--- src/rtl/lsu_load_ctrl_pkg.sv ---
// Shared load-side definitions: dtype encodings, exception causes, FSM state codes.
// Also hosts the alignment rule so the controller and any future users agree on it.
package lsu_load_ctrl_pkg;

  localparam logic [1:0] SZ_B = 2'd0;
  localparam logic [1:0] SZ_H = 2'd1;
  localparam logic [1:0] SZ_W = 2'd2;
  localparam logic [1:0] SZ_D = 2'd3;

  localparam int ECAUSE_LD_MISALIGNED   = 4;
  localparam int ECAUSE_LD_ACCESS_FAULT = 5;

  localparam logic [2:0] ST_IDLE  = 3'd0;
  localparam logic [2:0] ST_ISSUE = 3'd1;
  localparam logic [2:0] ST_WAIT  = 3'd2;
  localparam logic [2:0] ST_DONE  = 3'd3;
  localparam logic [2:0] ST_DRAIN = 3'd4;

  typedef struct packed {
    logic       uns;
    logic [1:0] size;
  } dtype_t;

  // A load is misaligned when its byte offset is not a multiple of its size.
  function automatic logic ld_misaligned(input logic [1:0] size, input logic [2:0] off);
    logic mis;
    mis = 1'b0;
    case (size)
      SZ_H:    mis = off[0];
      SZ_W:    mis = |off[1:0];
      SZ_D:    mis = |off;
      default: mis = 1'b0;
    endcase
    return mis;
  endfunction

endpackage

--- src/rtl/lsu_load_ctrl_align_ext.sv ---
// Byte-lane extraction and sign/zero extension of a cache doubleword; purely
// combinational, no latency, no flow control.
module lsu_load_ctrl_align_ext
  import lsu_load_ctrl_pkg::*;
#(
  parameter int DATA_W = 64
) (
  input  logic [DATA_W-1:0] i_dword,
  input  logic [2:0]        i_off,
  input  dtype_t            i_dtype,
  output logic [DATA_W-1:0] o_data
);

  logic [DATA_W-1:0] w_shift;
  logic              w_sx;

  assign w_shift = i_dword >> {i_off, 3'b000};
  assign w_sx    = ~i_dtype.uns;

  always_comb begin
    o_data = w_shift;
    case (i_dtype.size)
      SZ_B:    o_data = {{(DATA_W-8){w_sx & w_shift[7]}},   w_shift[7:0]};
      SZ_H:    o_data = {{(DATA_W-16){w_sx & w_shift[15]}}, w_shift[15:0]};
      SZ_W:    o_data = {{(DATA_W-32){w_sx & w_shift[31]}}, w_shift[31:0]};
      default: o_data = w_shift;
    endcase
  end

endmodule

--- src/rtl/lsu_load_ctrl.sv ---
// One-at-a-time load controller: alignment check, doubleword cache read, extract/extend.
// Aligned load done 3 cycles after request with zero-wait cache; misaligned in 1; killed loads drain.
module lsu_load_ctrl
  import lsu_load_ctrl_pkg::*;
#(
  parameter int DATA_W     = 64,
  parameter int ECAUSE_W   = 6,
  parameter int ORDERTAG_W = 4
) (
  input  logic                  i_clk,
  input  logic                  i_rst,
  input  logic                  i_req_valid,
  input  logic                  i_req_killed,
  input  logic [2:0]            i_req_dtype,
  input  logic [DATA_W-1:0]     i_req_vaddr,
  input  logic [ORDERTAG_W-1:0] i_req_ordertag,
  output logic                  o_resp_ready,
  output logic                  o_resp_done,
  output logic [DATA_W-1:0]     o_resp_data,
  output logic                  o_resp_exc,
  output logic [ECAUSE_W-1:0]   o_resp_ecause,
  output logic                  o_dc_req_valid,
  input  logic                  i_dc_req_ready,
  output logic [DATA_W-1:0]     o_dc_req_addr,
  output logic [ORDERTAG_W-1:0] o_dc_req_tag,
  input  logic                  i_dc_resp_valid,
  input  logic [DATA_W-1:0]     i_dc_resp_data,
  input  logic                  i_dc_resp_err
);

  logic [2:0]            r_state;
  logic [2:0]            w_state_nxt;
  logic [2:0]            r_off;
  dtype_t                r_dtype;
  logic [DATA_W-1:0]     r_addr;
  logic [ORDERTAG_W-1:0] r_tag;
  logic [DATA_W-1:0]     r_data;
  logic                  r_exc;
  logic [ECAUSE_W-1:0]   r_ecause;

  dtype_t                w_req_dtype;
  logic                  w_accept;
  logic                  w_misaligned;
  logic                  w_resp_cap;
  logic                  w_done;
  logic [DATA_W-1:0]     w_ext;

  assign w_req_dtype  = dtype_t'(i_req_dtype);
  assign w_accept     = (r_state == ST_IDLE) && i_req_valid && !i_req_killed;
  assign w_misaligned = ld_misaligned(w_req_dtype.size, i_req_vaddr[2:0]);
  assign w_resp_cap   = (r_state == ST_WAIT) && i_dc_resp_valid;

  lsu_load_ctrl_align_ext #(
    .DATA_W (DATA_W)
  ) u_align_ext (
    .i_dword (i_dc_resp_data),
    .i_off   (r_off),
    .i_dtype (r_dtype),
    .o_data  (w_ext)
  );

  always_comb begin
    w_state_nxt = r_state;
    case (r_state)
      ST_IDLE: begin
        if (w_accept)
          w_state_nxt = w_misaligned ? ST_DONE : ST_ISSUE;
      end
      ST_ISSUE: begin
        // A kill racing the cache handshake still leaves a response to swallow.
        if (i_req_killed)
          w_state_nxt = i_dc_req_ready ? ST_DRAIN : ST_IDLE;
        else if (i_dc_req_ready)
          w_state_nxt = ST_WAIT;
      end
      ST_WAIT: begin
        if (i_req_killed)
          w_state_nxt = i_dc_resp_valid ? ST_IDLE : ST_DRAIN;
        else if (i_dc_resp_valid)
          w_state_nxt = ST_DONE;
      end
      ST_DONE: w_state_nxt = ST_IDLE;
      ST_DRAIN: begin
        if (i_dc_resp_valid)
          w_state_nxt = ST_IDLE;
      end
      default: w_state_nxt = ST_IDLE;
    endcase
  end

  always_ff @(posedge i_clk) begin
    if (i_rst) begin
      r_state  <= ST_IDLE;
      r_off    <= '0;
      r_dtype  <= '0;
      r_addr   <= '0;
      r_tag    <= '0;
      r_data   <= '0;
      r_exc    <= 1'b0;
      r_ecause <= '0;
    end else begin
      r_state <= w_state_nxt;
      if (w_accept) begin
        r_off    <= i_req_vaddr[2:0];
        r_dtype  <= w_req_dtype;
        r_addr   <= {i_req_vaddr[DATA_W-1:3], 3'b000};
        r_tag    <= i_req_ordertag;
        r_data   <= '0;
        r_exc    <= w_misaligned;
        r_ecause <= w_misaligned ? ECAUSE_W'(ECAUSE_LD_MISALIGNED) : '0;
      end
      if (w_resp_cap) begin
        r_data   <= i_dc_resp_err ? '0 : w_ext;
        r_exc    <= i_dc_resp_err;
        r_ecause <= i_dc_resp_err ? ECAUSE_W'(ECAUSE_LD_ACCESS_FAULT) : '0;
      end
    end
  end

  // Result fields are forced to zero outside the single done cycle.
  assign w_done         = (r_state == ST_DONE) && !i_req_killed;
  assign o_resp_done    = w_done;
  assign o_resp_ready   = w_done;
  assign o_resp_data    = w_done ? r_data   : '0;
  assign o_resp_exc     = w_done ? r_exc    : 1'b0;
  assign o_resp_ecause  = w_done ? r_ecause : '0;
  assign o_dc_req_valid = (r_state == ST_ISSUE);
  assign o_dc_req_addr  = r_addr;
  assign o_dc_req_tag   = r_tag;

endmodule
--- config.mk ---
export PLATFORM = sky130hd
export DESIGN_NAME = lsu_load_ctrl
export DESIGN_NICKNAME = d
export VERILOG_FILES = /design/src/rtl/lsu_load_ctrl_pkg.sv /design/src/rtl/lsu_load_ctrl_align_ext.sv /design/src/rtl/lsu_load_ctrl.sv
export SDC_FILE = /design/constraint.sdc
export NUM_CORES = 1
export LEC_CHECK = 0
export ABC_CLOCK_PERIOD_IN_PS = 1860
export CORE_AREA = 4 4 128 154
export DETAILED_ROUTE_END_ITERATION = 7
export DIE_AREA = 0 0 132 158
export GPL_ROUTABILITY_DRIVEN = 0
export HOLD_SLACK_MARGIN = 0.15
export PLACE_DENSITY = 0.77
export SETUP_SLACK_MARGIN = 0.4
export SYNTH_ARGS = -nofsm -noshare
export SYNTH_HDL_FRONTEND = slang
export SYNTH_SLANG_ARGS = --single-unit
--- constraint.sdc ---
create_clock -name i_clk -period 1.86 [get_ports i_clk]
set_input_delay 0.372 -clock i_clk [delete_from_list [all_inputs] [get_ports i_clk]]
set_output_delay 0.372 -clock i_clk [all_outputs]
set_load 0.02 [all_outputs]
Word-level counts from Yosys, hierarchy flattened:

Index checks and enable logic that the tools add are counted.

* flip-flop bits (word level): 145
* bits in latches: 0
* RAM bits: 0
* ROM bits: 0
* bits of input ports: 142
* output and inout bits: 142
* logic and storage cells: 62
* memories kept: 0

* add/subtract/negate cells: 0
* $mul: 0
* divide/modulo/power cells: 0
* $lt $le $gt $ge: 0
* equality and inequality tests: 13
* shift operators: 1
* mux-type cells: 24
* bitwise gates (word level): 4
* reductions and logical operators: 11

Operator list (number)
* two-way mux 64 bit: 4
* one-hot mux 64 bit (3 select lines): 1
* >> shifter 64 x 6 -> 64 bit: 1
* two-way mux 3 bit: 10
* two-way mux 6 bit: 3
* one-hot mux 3 bit (4 select lines): 1
* equality test 2 bit (second input constant): 3
* equality test 3 x 2 -> 1 bit (second input constant): 2
* equality test 2 x 1 -> 1 bit (second input constant): 2
* logical AND 1 bit: 4
* != test 2 bit (second input constant): 2
* AND reduction 4 bit: 1
* AND 1 bit: 3
* equality test 3 x 1 -> 1 bit (second input constant): 1
* equality test 3 bit (second input constant): 1
* logical NOT 3 bit: 1
* two-way mux 1 bit: 3
* != test 3 x 2 -> 1 bit (second input constant): 1
* != test 3 bit (second input constant): 1
* one-hot mux 1 bit (3 select lines): 1
* OR reduction 3 bit: 1
* logical NOT 2 bit: 1
* two-way mux 2 bit: 1
* nonzero test 2 bit: 1
* other kinds (3): 3

Longest topological paths before layout:

* word-level depth: 5
* depth in mapped cells: 9

Hierarchy:

Synthesis repeated with hierarchy kept, for this count alone.

* cell total of the unflattened synthesis: 837
* area total of the unflattened synthesis: 7499.7 sq um

By module, submodules not included
* lsu_load_ctrl: times used 1, cells an instance 573, area an instance 5200.0 sq um
* lsu_load_ctrl_align_ext: times used 1, cells an instance 264, area an instance 2299.7 sq um

Least setup slack after synthesis:

OpenSTA, ideal clock, no wires.

* path kind: register to output
* start point: register r_state[0]
* end point: output o_resp_data[25]
* arrival time: 1.665 ns
* data required time: 1.488 ns
* slack: -0.177 ns
* cell stages (with the launch flop): 6
* buffers on the path: 3
* path through: dfxtp_1 -> clkbuf_1 -> nor4b_1 -> clkbuf_1 -> clkbuf_1 -> and2_1

* word-level cells in the longest chain between the ends: 3

Ends and longest elaborated chain
* start, declared: line lsu_load_ctrl.sv:31 `logic [2:0] r_state;`
* start signal, assigned: line lsu_load_ctrl.sv:102 `r_state <= w_state_nxt;`
* equality test 3 x 2 -> 1 bit: line lsu_load_ctrl.sv:121 `assign w_done = (r_state == ST_DONE) && !i_req_killed;`
* logical AND 1 bit: line lsu_load_ctrl.sv:121
* two-way mux 64 bit: line lsu_load_ctrl.sv:124 `assign o_resp_data = w_done ? r_data : '0;`
* end, declared: line lsu_load_ctrl.sv:19 `output logic [DATA_W-1:0] o_resp_data,`

No other way between the ends.

Worst setup path in the final report:

* start point: register r_state[2]
* end point: output o_resp_data[42]

The elaborated chain is that of the path after synthesis.

==> summary.md <==
| Metric | Value |
|---|---|
| Clk Latency, worst-skew pair | `about 0.46 ns` |
| H-tree levels | `4` |
| Worst-case hold path end point | `r_data[6]` |
| Post-synthesis cell area | `7198 um2` |
| Crit end category | `output port` |
| Total clock buffers created by CTS | `17` |
| Worst Setup Slack, final | `-0.3982 ns` |
| Worst endpoint data arrival time | `~1.9 ns` |
| Clock root buffer | `sky130_fd_sc_hd__clkbuf_16` |
| Final critical path time including I/O delays and setup | `2.258 ns` |
| First-pass GRT wire length | `~51 mm` |
| Unrepaired setup endpoints after global routing | `yes` |
| Register area share after synthesis | `~39%` |
| Path type of the worst min-delay path | `in -> reg` |
| Die Y-Extent | `158 um` |
| Startpoint of the most critical hold path | `i_rst` |
| Final setup viols | `roughly 170` |
| First-iteration detailed-routing DRC count | `roughly 1.3k` |
| Overall die area | `approximately 21000 um2` |
| Area contributors post-synth | `sky130_fd_sc_hd__dfxtp_1 (39%), sky130_fd_sc_hd__nand2_1 (11%), sky130_fd_sc_hd__a21oi_1 (6.9%), sky130_fd_sc_hd__and2_1 (6.0%), sky130_fd_sc_hd__mux2i_1 (4.9%)` |
| Critical-path maximum fanout | `6` |
| Number of global-route vias before repair | `around 9k` |
| Final hold viol count | `0` |
| Share of cells above drive strength 1 | `a little under half` |
| Worst hold slack | `roughly 0.31 ns` |
| Via total after detailed routing | `~10k` |
| Clock tree from TritonCTS | `yes` |
| Iteration count of the initial detailed-routing pass | `8` |
| Post-route clock period utilization | `121.4%` |
| Final net count | `1495` |
| Library cell occupying the most area in the post-synthesis netlist | `sky130_fd_sc_hd__dfxtp_1` |
| Syn avg cell area | `just under 8 um2` |
| Dominant cell by count in the synthesized netlist | `sky130_fd_sc_hd__nand2_1` |
| Synth cell types | `58` |
| Primary flip-flop cell chosen by synthesis mapping | `sky130_fd_sc_hd__dfxtp_1` |
| Reg-to-Reg End | `r_data[27]` |
| Cells after synthesis | `just over 900` |
| Buffers plus inverters on the worst setup path | `4` |
| Largest delay share family, worst path | `buffers and inverters` |
| Post-synth EDFFs | `0` |
| Placeable Area | `18170 um2` |
| Number of max-capacitance violations reported | `0` |
| Cell depth of the worst setup path | `6` |
| Remaining Overflow, GRT | `0` |
| Power per unit of standard cell area | `756.5 nW/um2` |
| Slew headroom | `43.46%` |
| DP Wirelength | `20.91 mm` |
| Worst R2R Start | `r_off[1]` |
| Detailed-route wire length per cell | `approximately 26 um` |
| Routed wire length | `42.13 mm` |
| Initial cell density of the core | `~40%` |
| Largest vdd supply drop | `684.6 uV` |
| Register clock-pin slew on the reported worst setup and hold paths | `around 0.070 ns` |
| Number of antenna violations at the first check in global routing | `0` |
| Lkg Pwr | `between 7 and 8 nW` |
| Top cells by instance count after synthesis | `sky130_fd_sc_hd__nand2_1 (219), sky130_fd_sc_hd__dfxtp_1 (140), sky130_fd_sc_hd__a21oi_1 (99)` |
| Maximum operating frequency | `442.8 MHz` |
| Number of cells traversed by the worst hold path | `2` |
| I/O Pins | `284` |
| Final setup skew | `about 0.013 ns` |
| Number of storage elements in the synthesis netlist | `140` |
| Delay of the slowest critical-path stage | `between 0.3 and 0.4 ns` |
| Yosys Warn Count | `0` |
| Required time of the critical path | `around 1.5 ns` |
| CP max stage cell | `sky130_fd_sc_hd__nor4b_4` |
| DR DRC count | `28` |
| Number of pins exceeding their max-slew limit in the final report | `0` |
| Area share of the largest cell type after synthesis | `38.94%` |
| Diodes inserted | `0` |
| Type of the worst setup path | `reg -> out` |
| Number of nets still failing antenna checks after routing | `0` |
| Violations in the final reports | `design-rule violations, negative setup slack` |
| Kind of start point of the critical path | `flip-flop` |
| Average vias per placed instance | `between 6 and 7` |
| IO Port Bufs | `~280` |
| Num Clock Sinks | `140` |
| Global routing usage summed across all routing layers | `a little under a third` |
| Async set or reset register ratio after synthesis | `0%` |
| Cells on worst reg2reg path | `9` |
| Number of rows in the core area | `54` |
| Area growth from synthesis to final layout | `105.3%` |
| Result of the run | `complete, but fails checks` |
| Hold-fix buffers, CTS | `0` |
| Register-to-register setup slack | `-0.34 ns` |
| Max Buffers Root-to-Sink | `2` |
| Post-placement setup slack | `-0.8469 ns` |
| Die Wd | `roughly 130 um` |
| Pin count of the biggest net entering global routing | `between 50 and 60` |
| Slew @ Worst Pin | `~0.84 ns` |
| Cells along the critical path | `nor4b_4 -> buf_4 -> buf_12 -> clkbuf_16 -> and2_4 -> buf_6` |
stage by stage:
| step | util (%) | setup TNS (ns) | cell area (um2) | power [mW] | std cells |
|---|---|---|---|---|---|
| floorplan | - | 0 | 7616 | 4.738 | 924 |
| global placement | 61.26 | -103.19 | 11130 | 5.926 | 1460 |
| detailed placement | 61.26 | -109.27 | 11130 | 5.962 | 1460 |
| CTS | 72.52 | -23.86 | 13180 | 10.09 | 1551 |
| global route | 81.30 | -46.34 | 14780 | 11.42 | 1590 |
| finish | 81.30 | -37.92 | 14780 | 11.18 | 1590 |
worst reg2reg max path, delay by kind of cell (launching register included):
| family | cells | cell delay (ns) |
|---|---|---|
| AO/OA/AOI/OAI | 3 | 0.81 |
| buffers and inverters | 4 | 0.50 |
| flip-flops | 1 | 0.38 |
| multiplexers | 1 | 0.29 |
| AND/OR/NAND/NOR | 1 | 0.10 |
cells by family (layout without fill, tap and decap cells):
group                  Yosys count  after routing  share of synthesized area [%]
and+or+nand+nor                380            382                          23.67
other                            1              7                        0.05210
DFF                            140            140                          38.94
AOI/OAI and AO/OA              236            236                          20.53
muxes                           67             67                          10.97
buffers and inverters           94            534                          5.840
worst max path at each step:
stage	start	end	slack (ns)
after floorplan	r_off[1]	r_data[4]	0.08
after global placement	i_req_killed	o_resp_data[21]	-0.78
after detailed placement	i_req_killed	o_resp_data[17]	-0.85
after CTS	r_state[1]	o_resp_data[18]	-0.39
after global routing	r_state[1]	o_resp_data[42]	-0.43
final	r_state[2]	o_resp_data[42]	-0.40
layout by cell type (no fill, tap or decap), types with 24 or more instances in the layout:
cell type                         count
sky130_fd_sc_hd__a21oi_1             47
sky130_fd_sc_hd__a21oi_2             52
sky130_fd_sc_hd__and2_4              67
sky130_fd_sc_hd__buf_12              26
sky130_fd_sc_hd__buf_4              126
sky130_fd_sc_hd__buf_6              102
sky130_fd_sc_hd__clkbuf_16           24
sky130_fd_sc_hd__clkdlybuf4s50_1    138
sky130_fd_sc_hd__dfxtp_1            137
sky130_fd_sc_hd__dlymetal6s2s_1      65
sky130_fd_sc_hd__nand2_1            160
sky130_fd_sc_hd__nand2_2             25
sky130_fd_sc_hd__nand2_4             34
sky130_fd_sc_hd__nor2_1              53
sky130_fd_sc_hd__o21ai_2             32
flip-flops by register name, summed over array words and instances (netlist names):
signal,flops
r_ecause,2
r_data,64
r_dtype,3
o_dc_req_addr,61
r_off,3
o_dc_req_tag,4
r_state,3
repair_timing:
item | in CTS | in global routing
cloned | 19 | 10
pin swaps | 53 | 72
endpoints found under the setup margin | 274 | 275
buffers inserted | 40 | 29
gates resized for setup | 556 | 316
cell type report:
| class | count | area (um2) |
|---|---|---|
| multi-input combinational | 692 | 5451 |
| clock buffer | 17 | 425.4 |
| tap | 224 | 280.3 |
| sequential | 140 | 2811 |
| timing repair buffer | 492 | 5600 |
| fill | 878 | 3398 |
| inverter | 10 | 37.54 |
| clock inverter | 15 | 170.2 |
where the power goes:
part	internal, mW	leakage, nW	total (mW)	switching (mW)
combinational	2.07	5.65	4.26	2.19
clock	1.92	0.288	3.58	1.66
sequential	3.19	1.14	3.34	0.147
total	7.18	7.07	11.2	4.00
per-layer routing:
layer | global-route usage, % | routed length (um)
met1 | 33.60 | 13140
met2 | 54.06 | 19820
met3 | 11.44 | 5373
met4 | 20.96 | 3801
met5 | 0 | 0
Power figures use the tool's default switching activity.
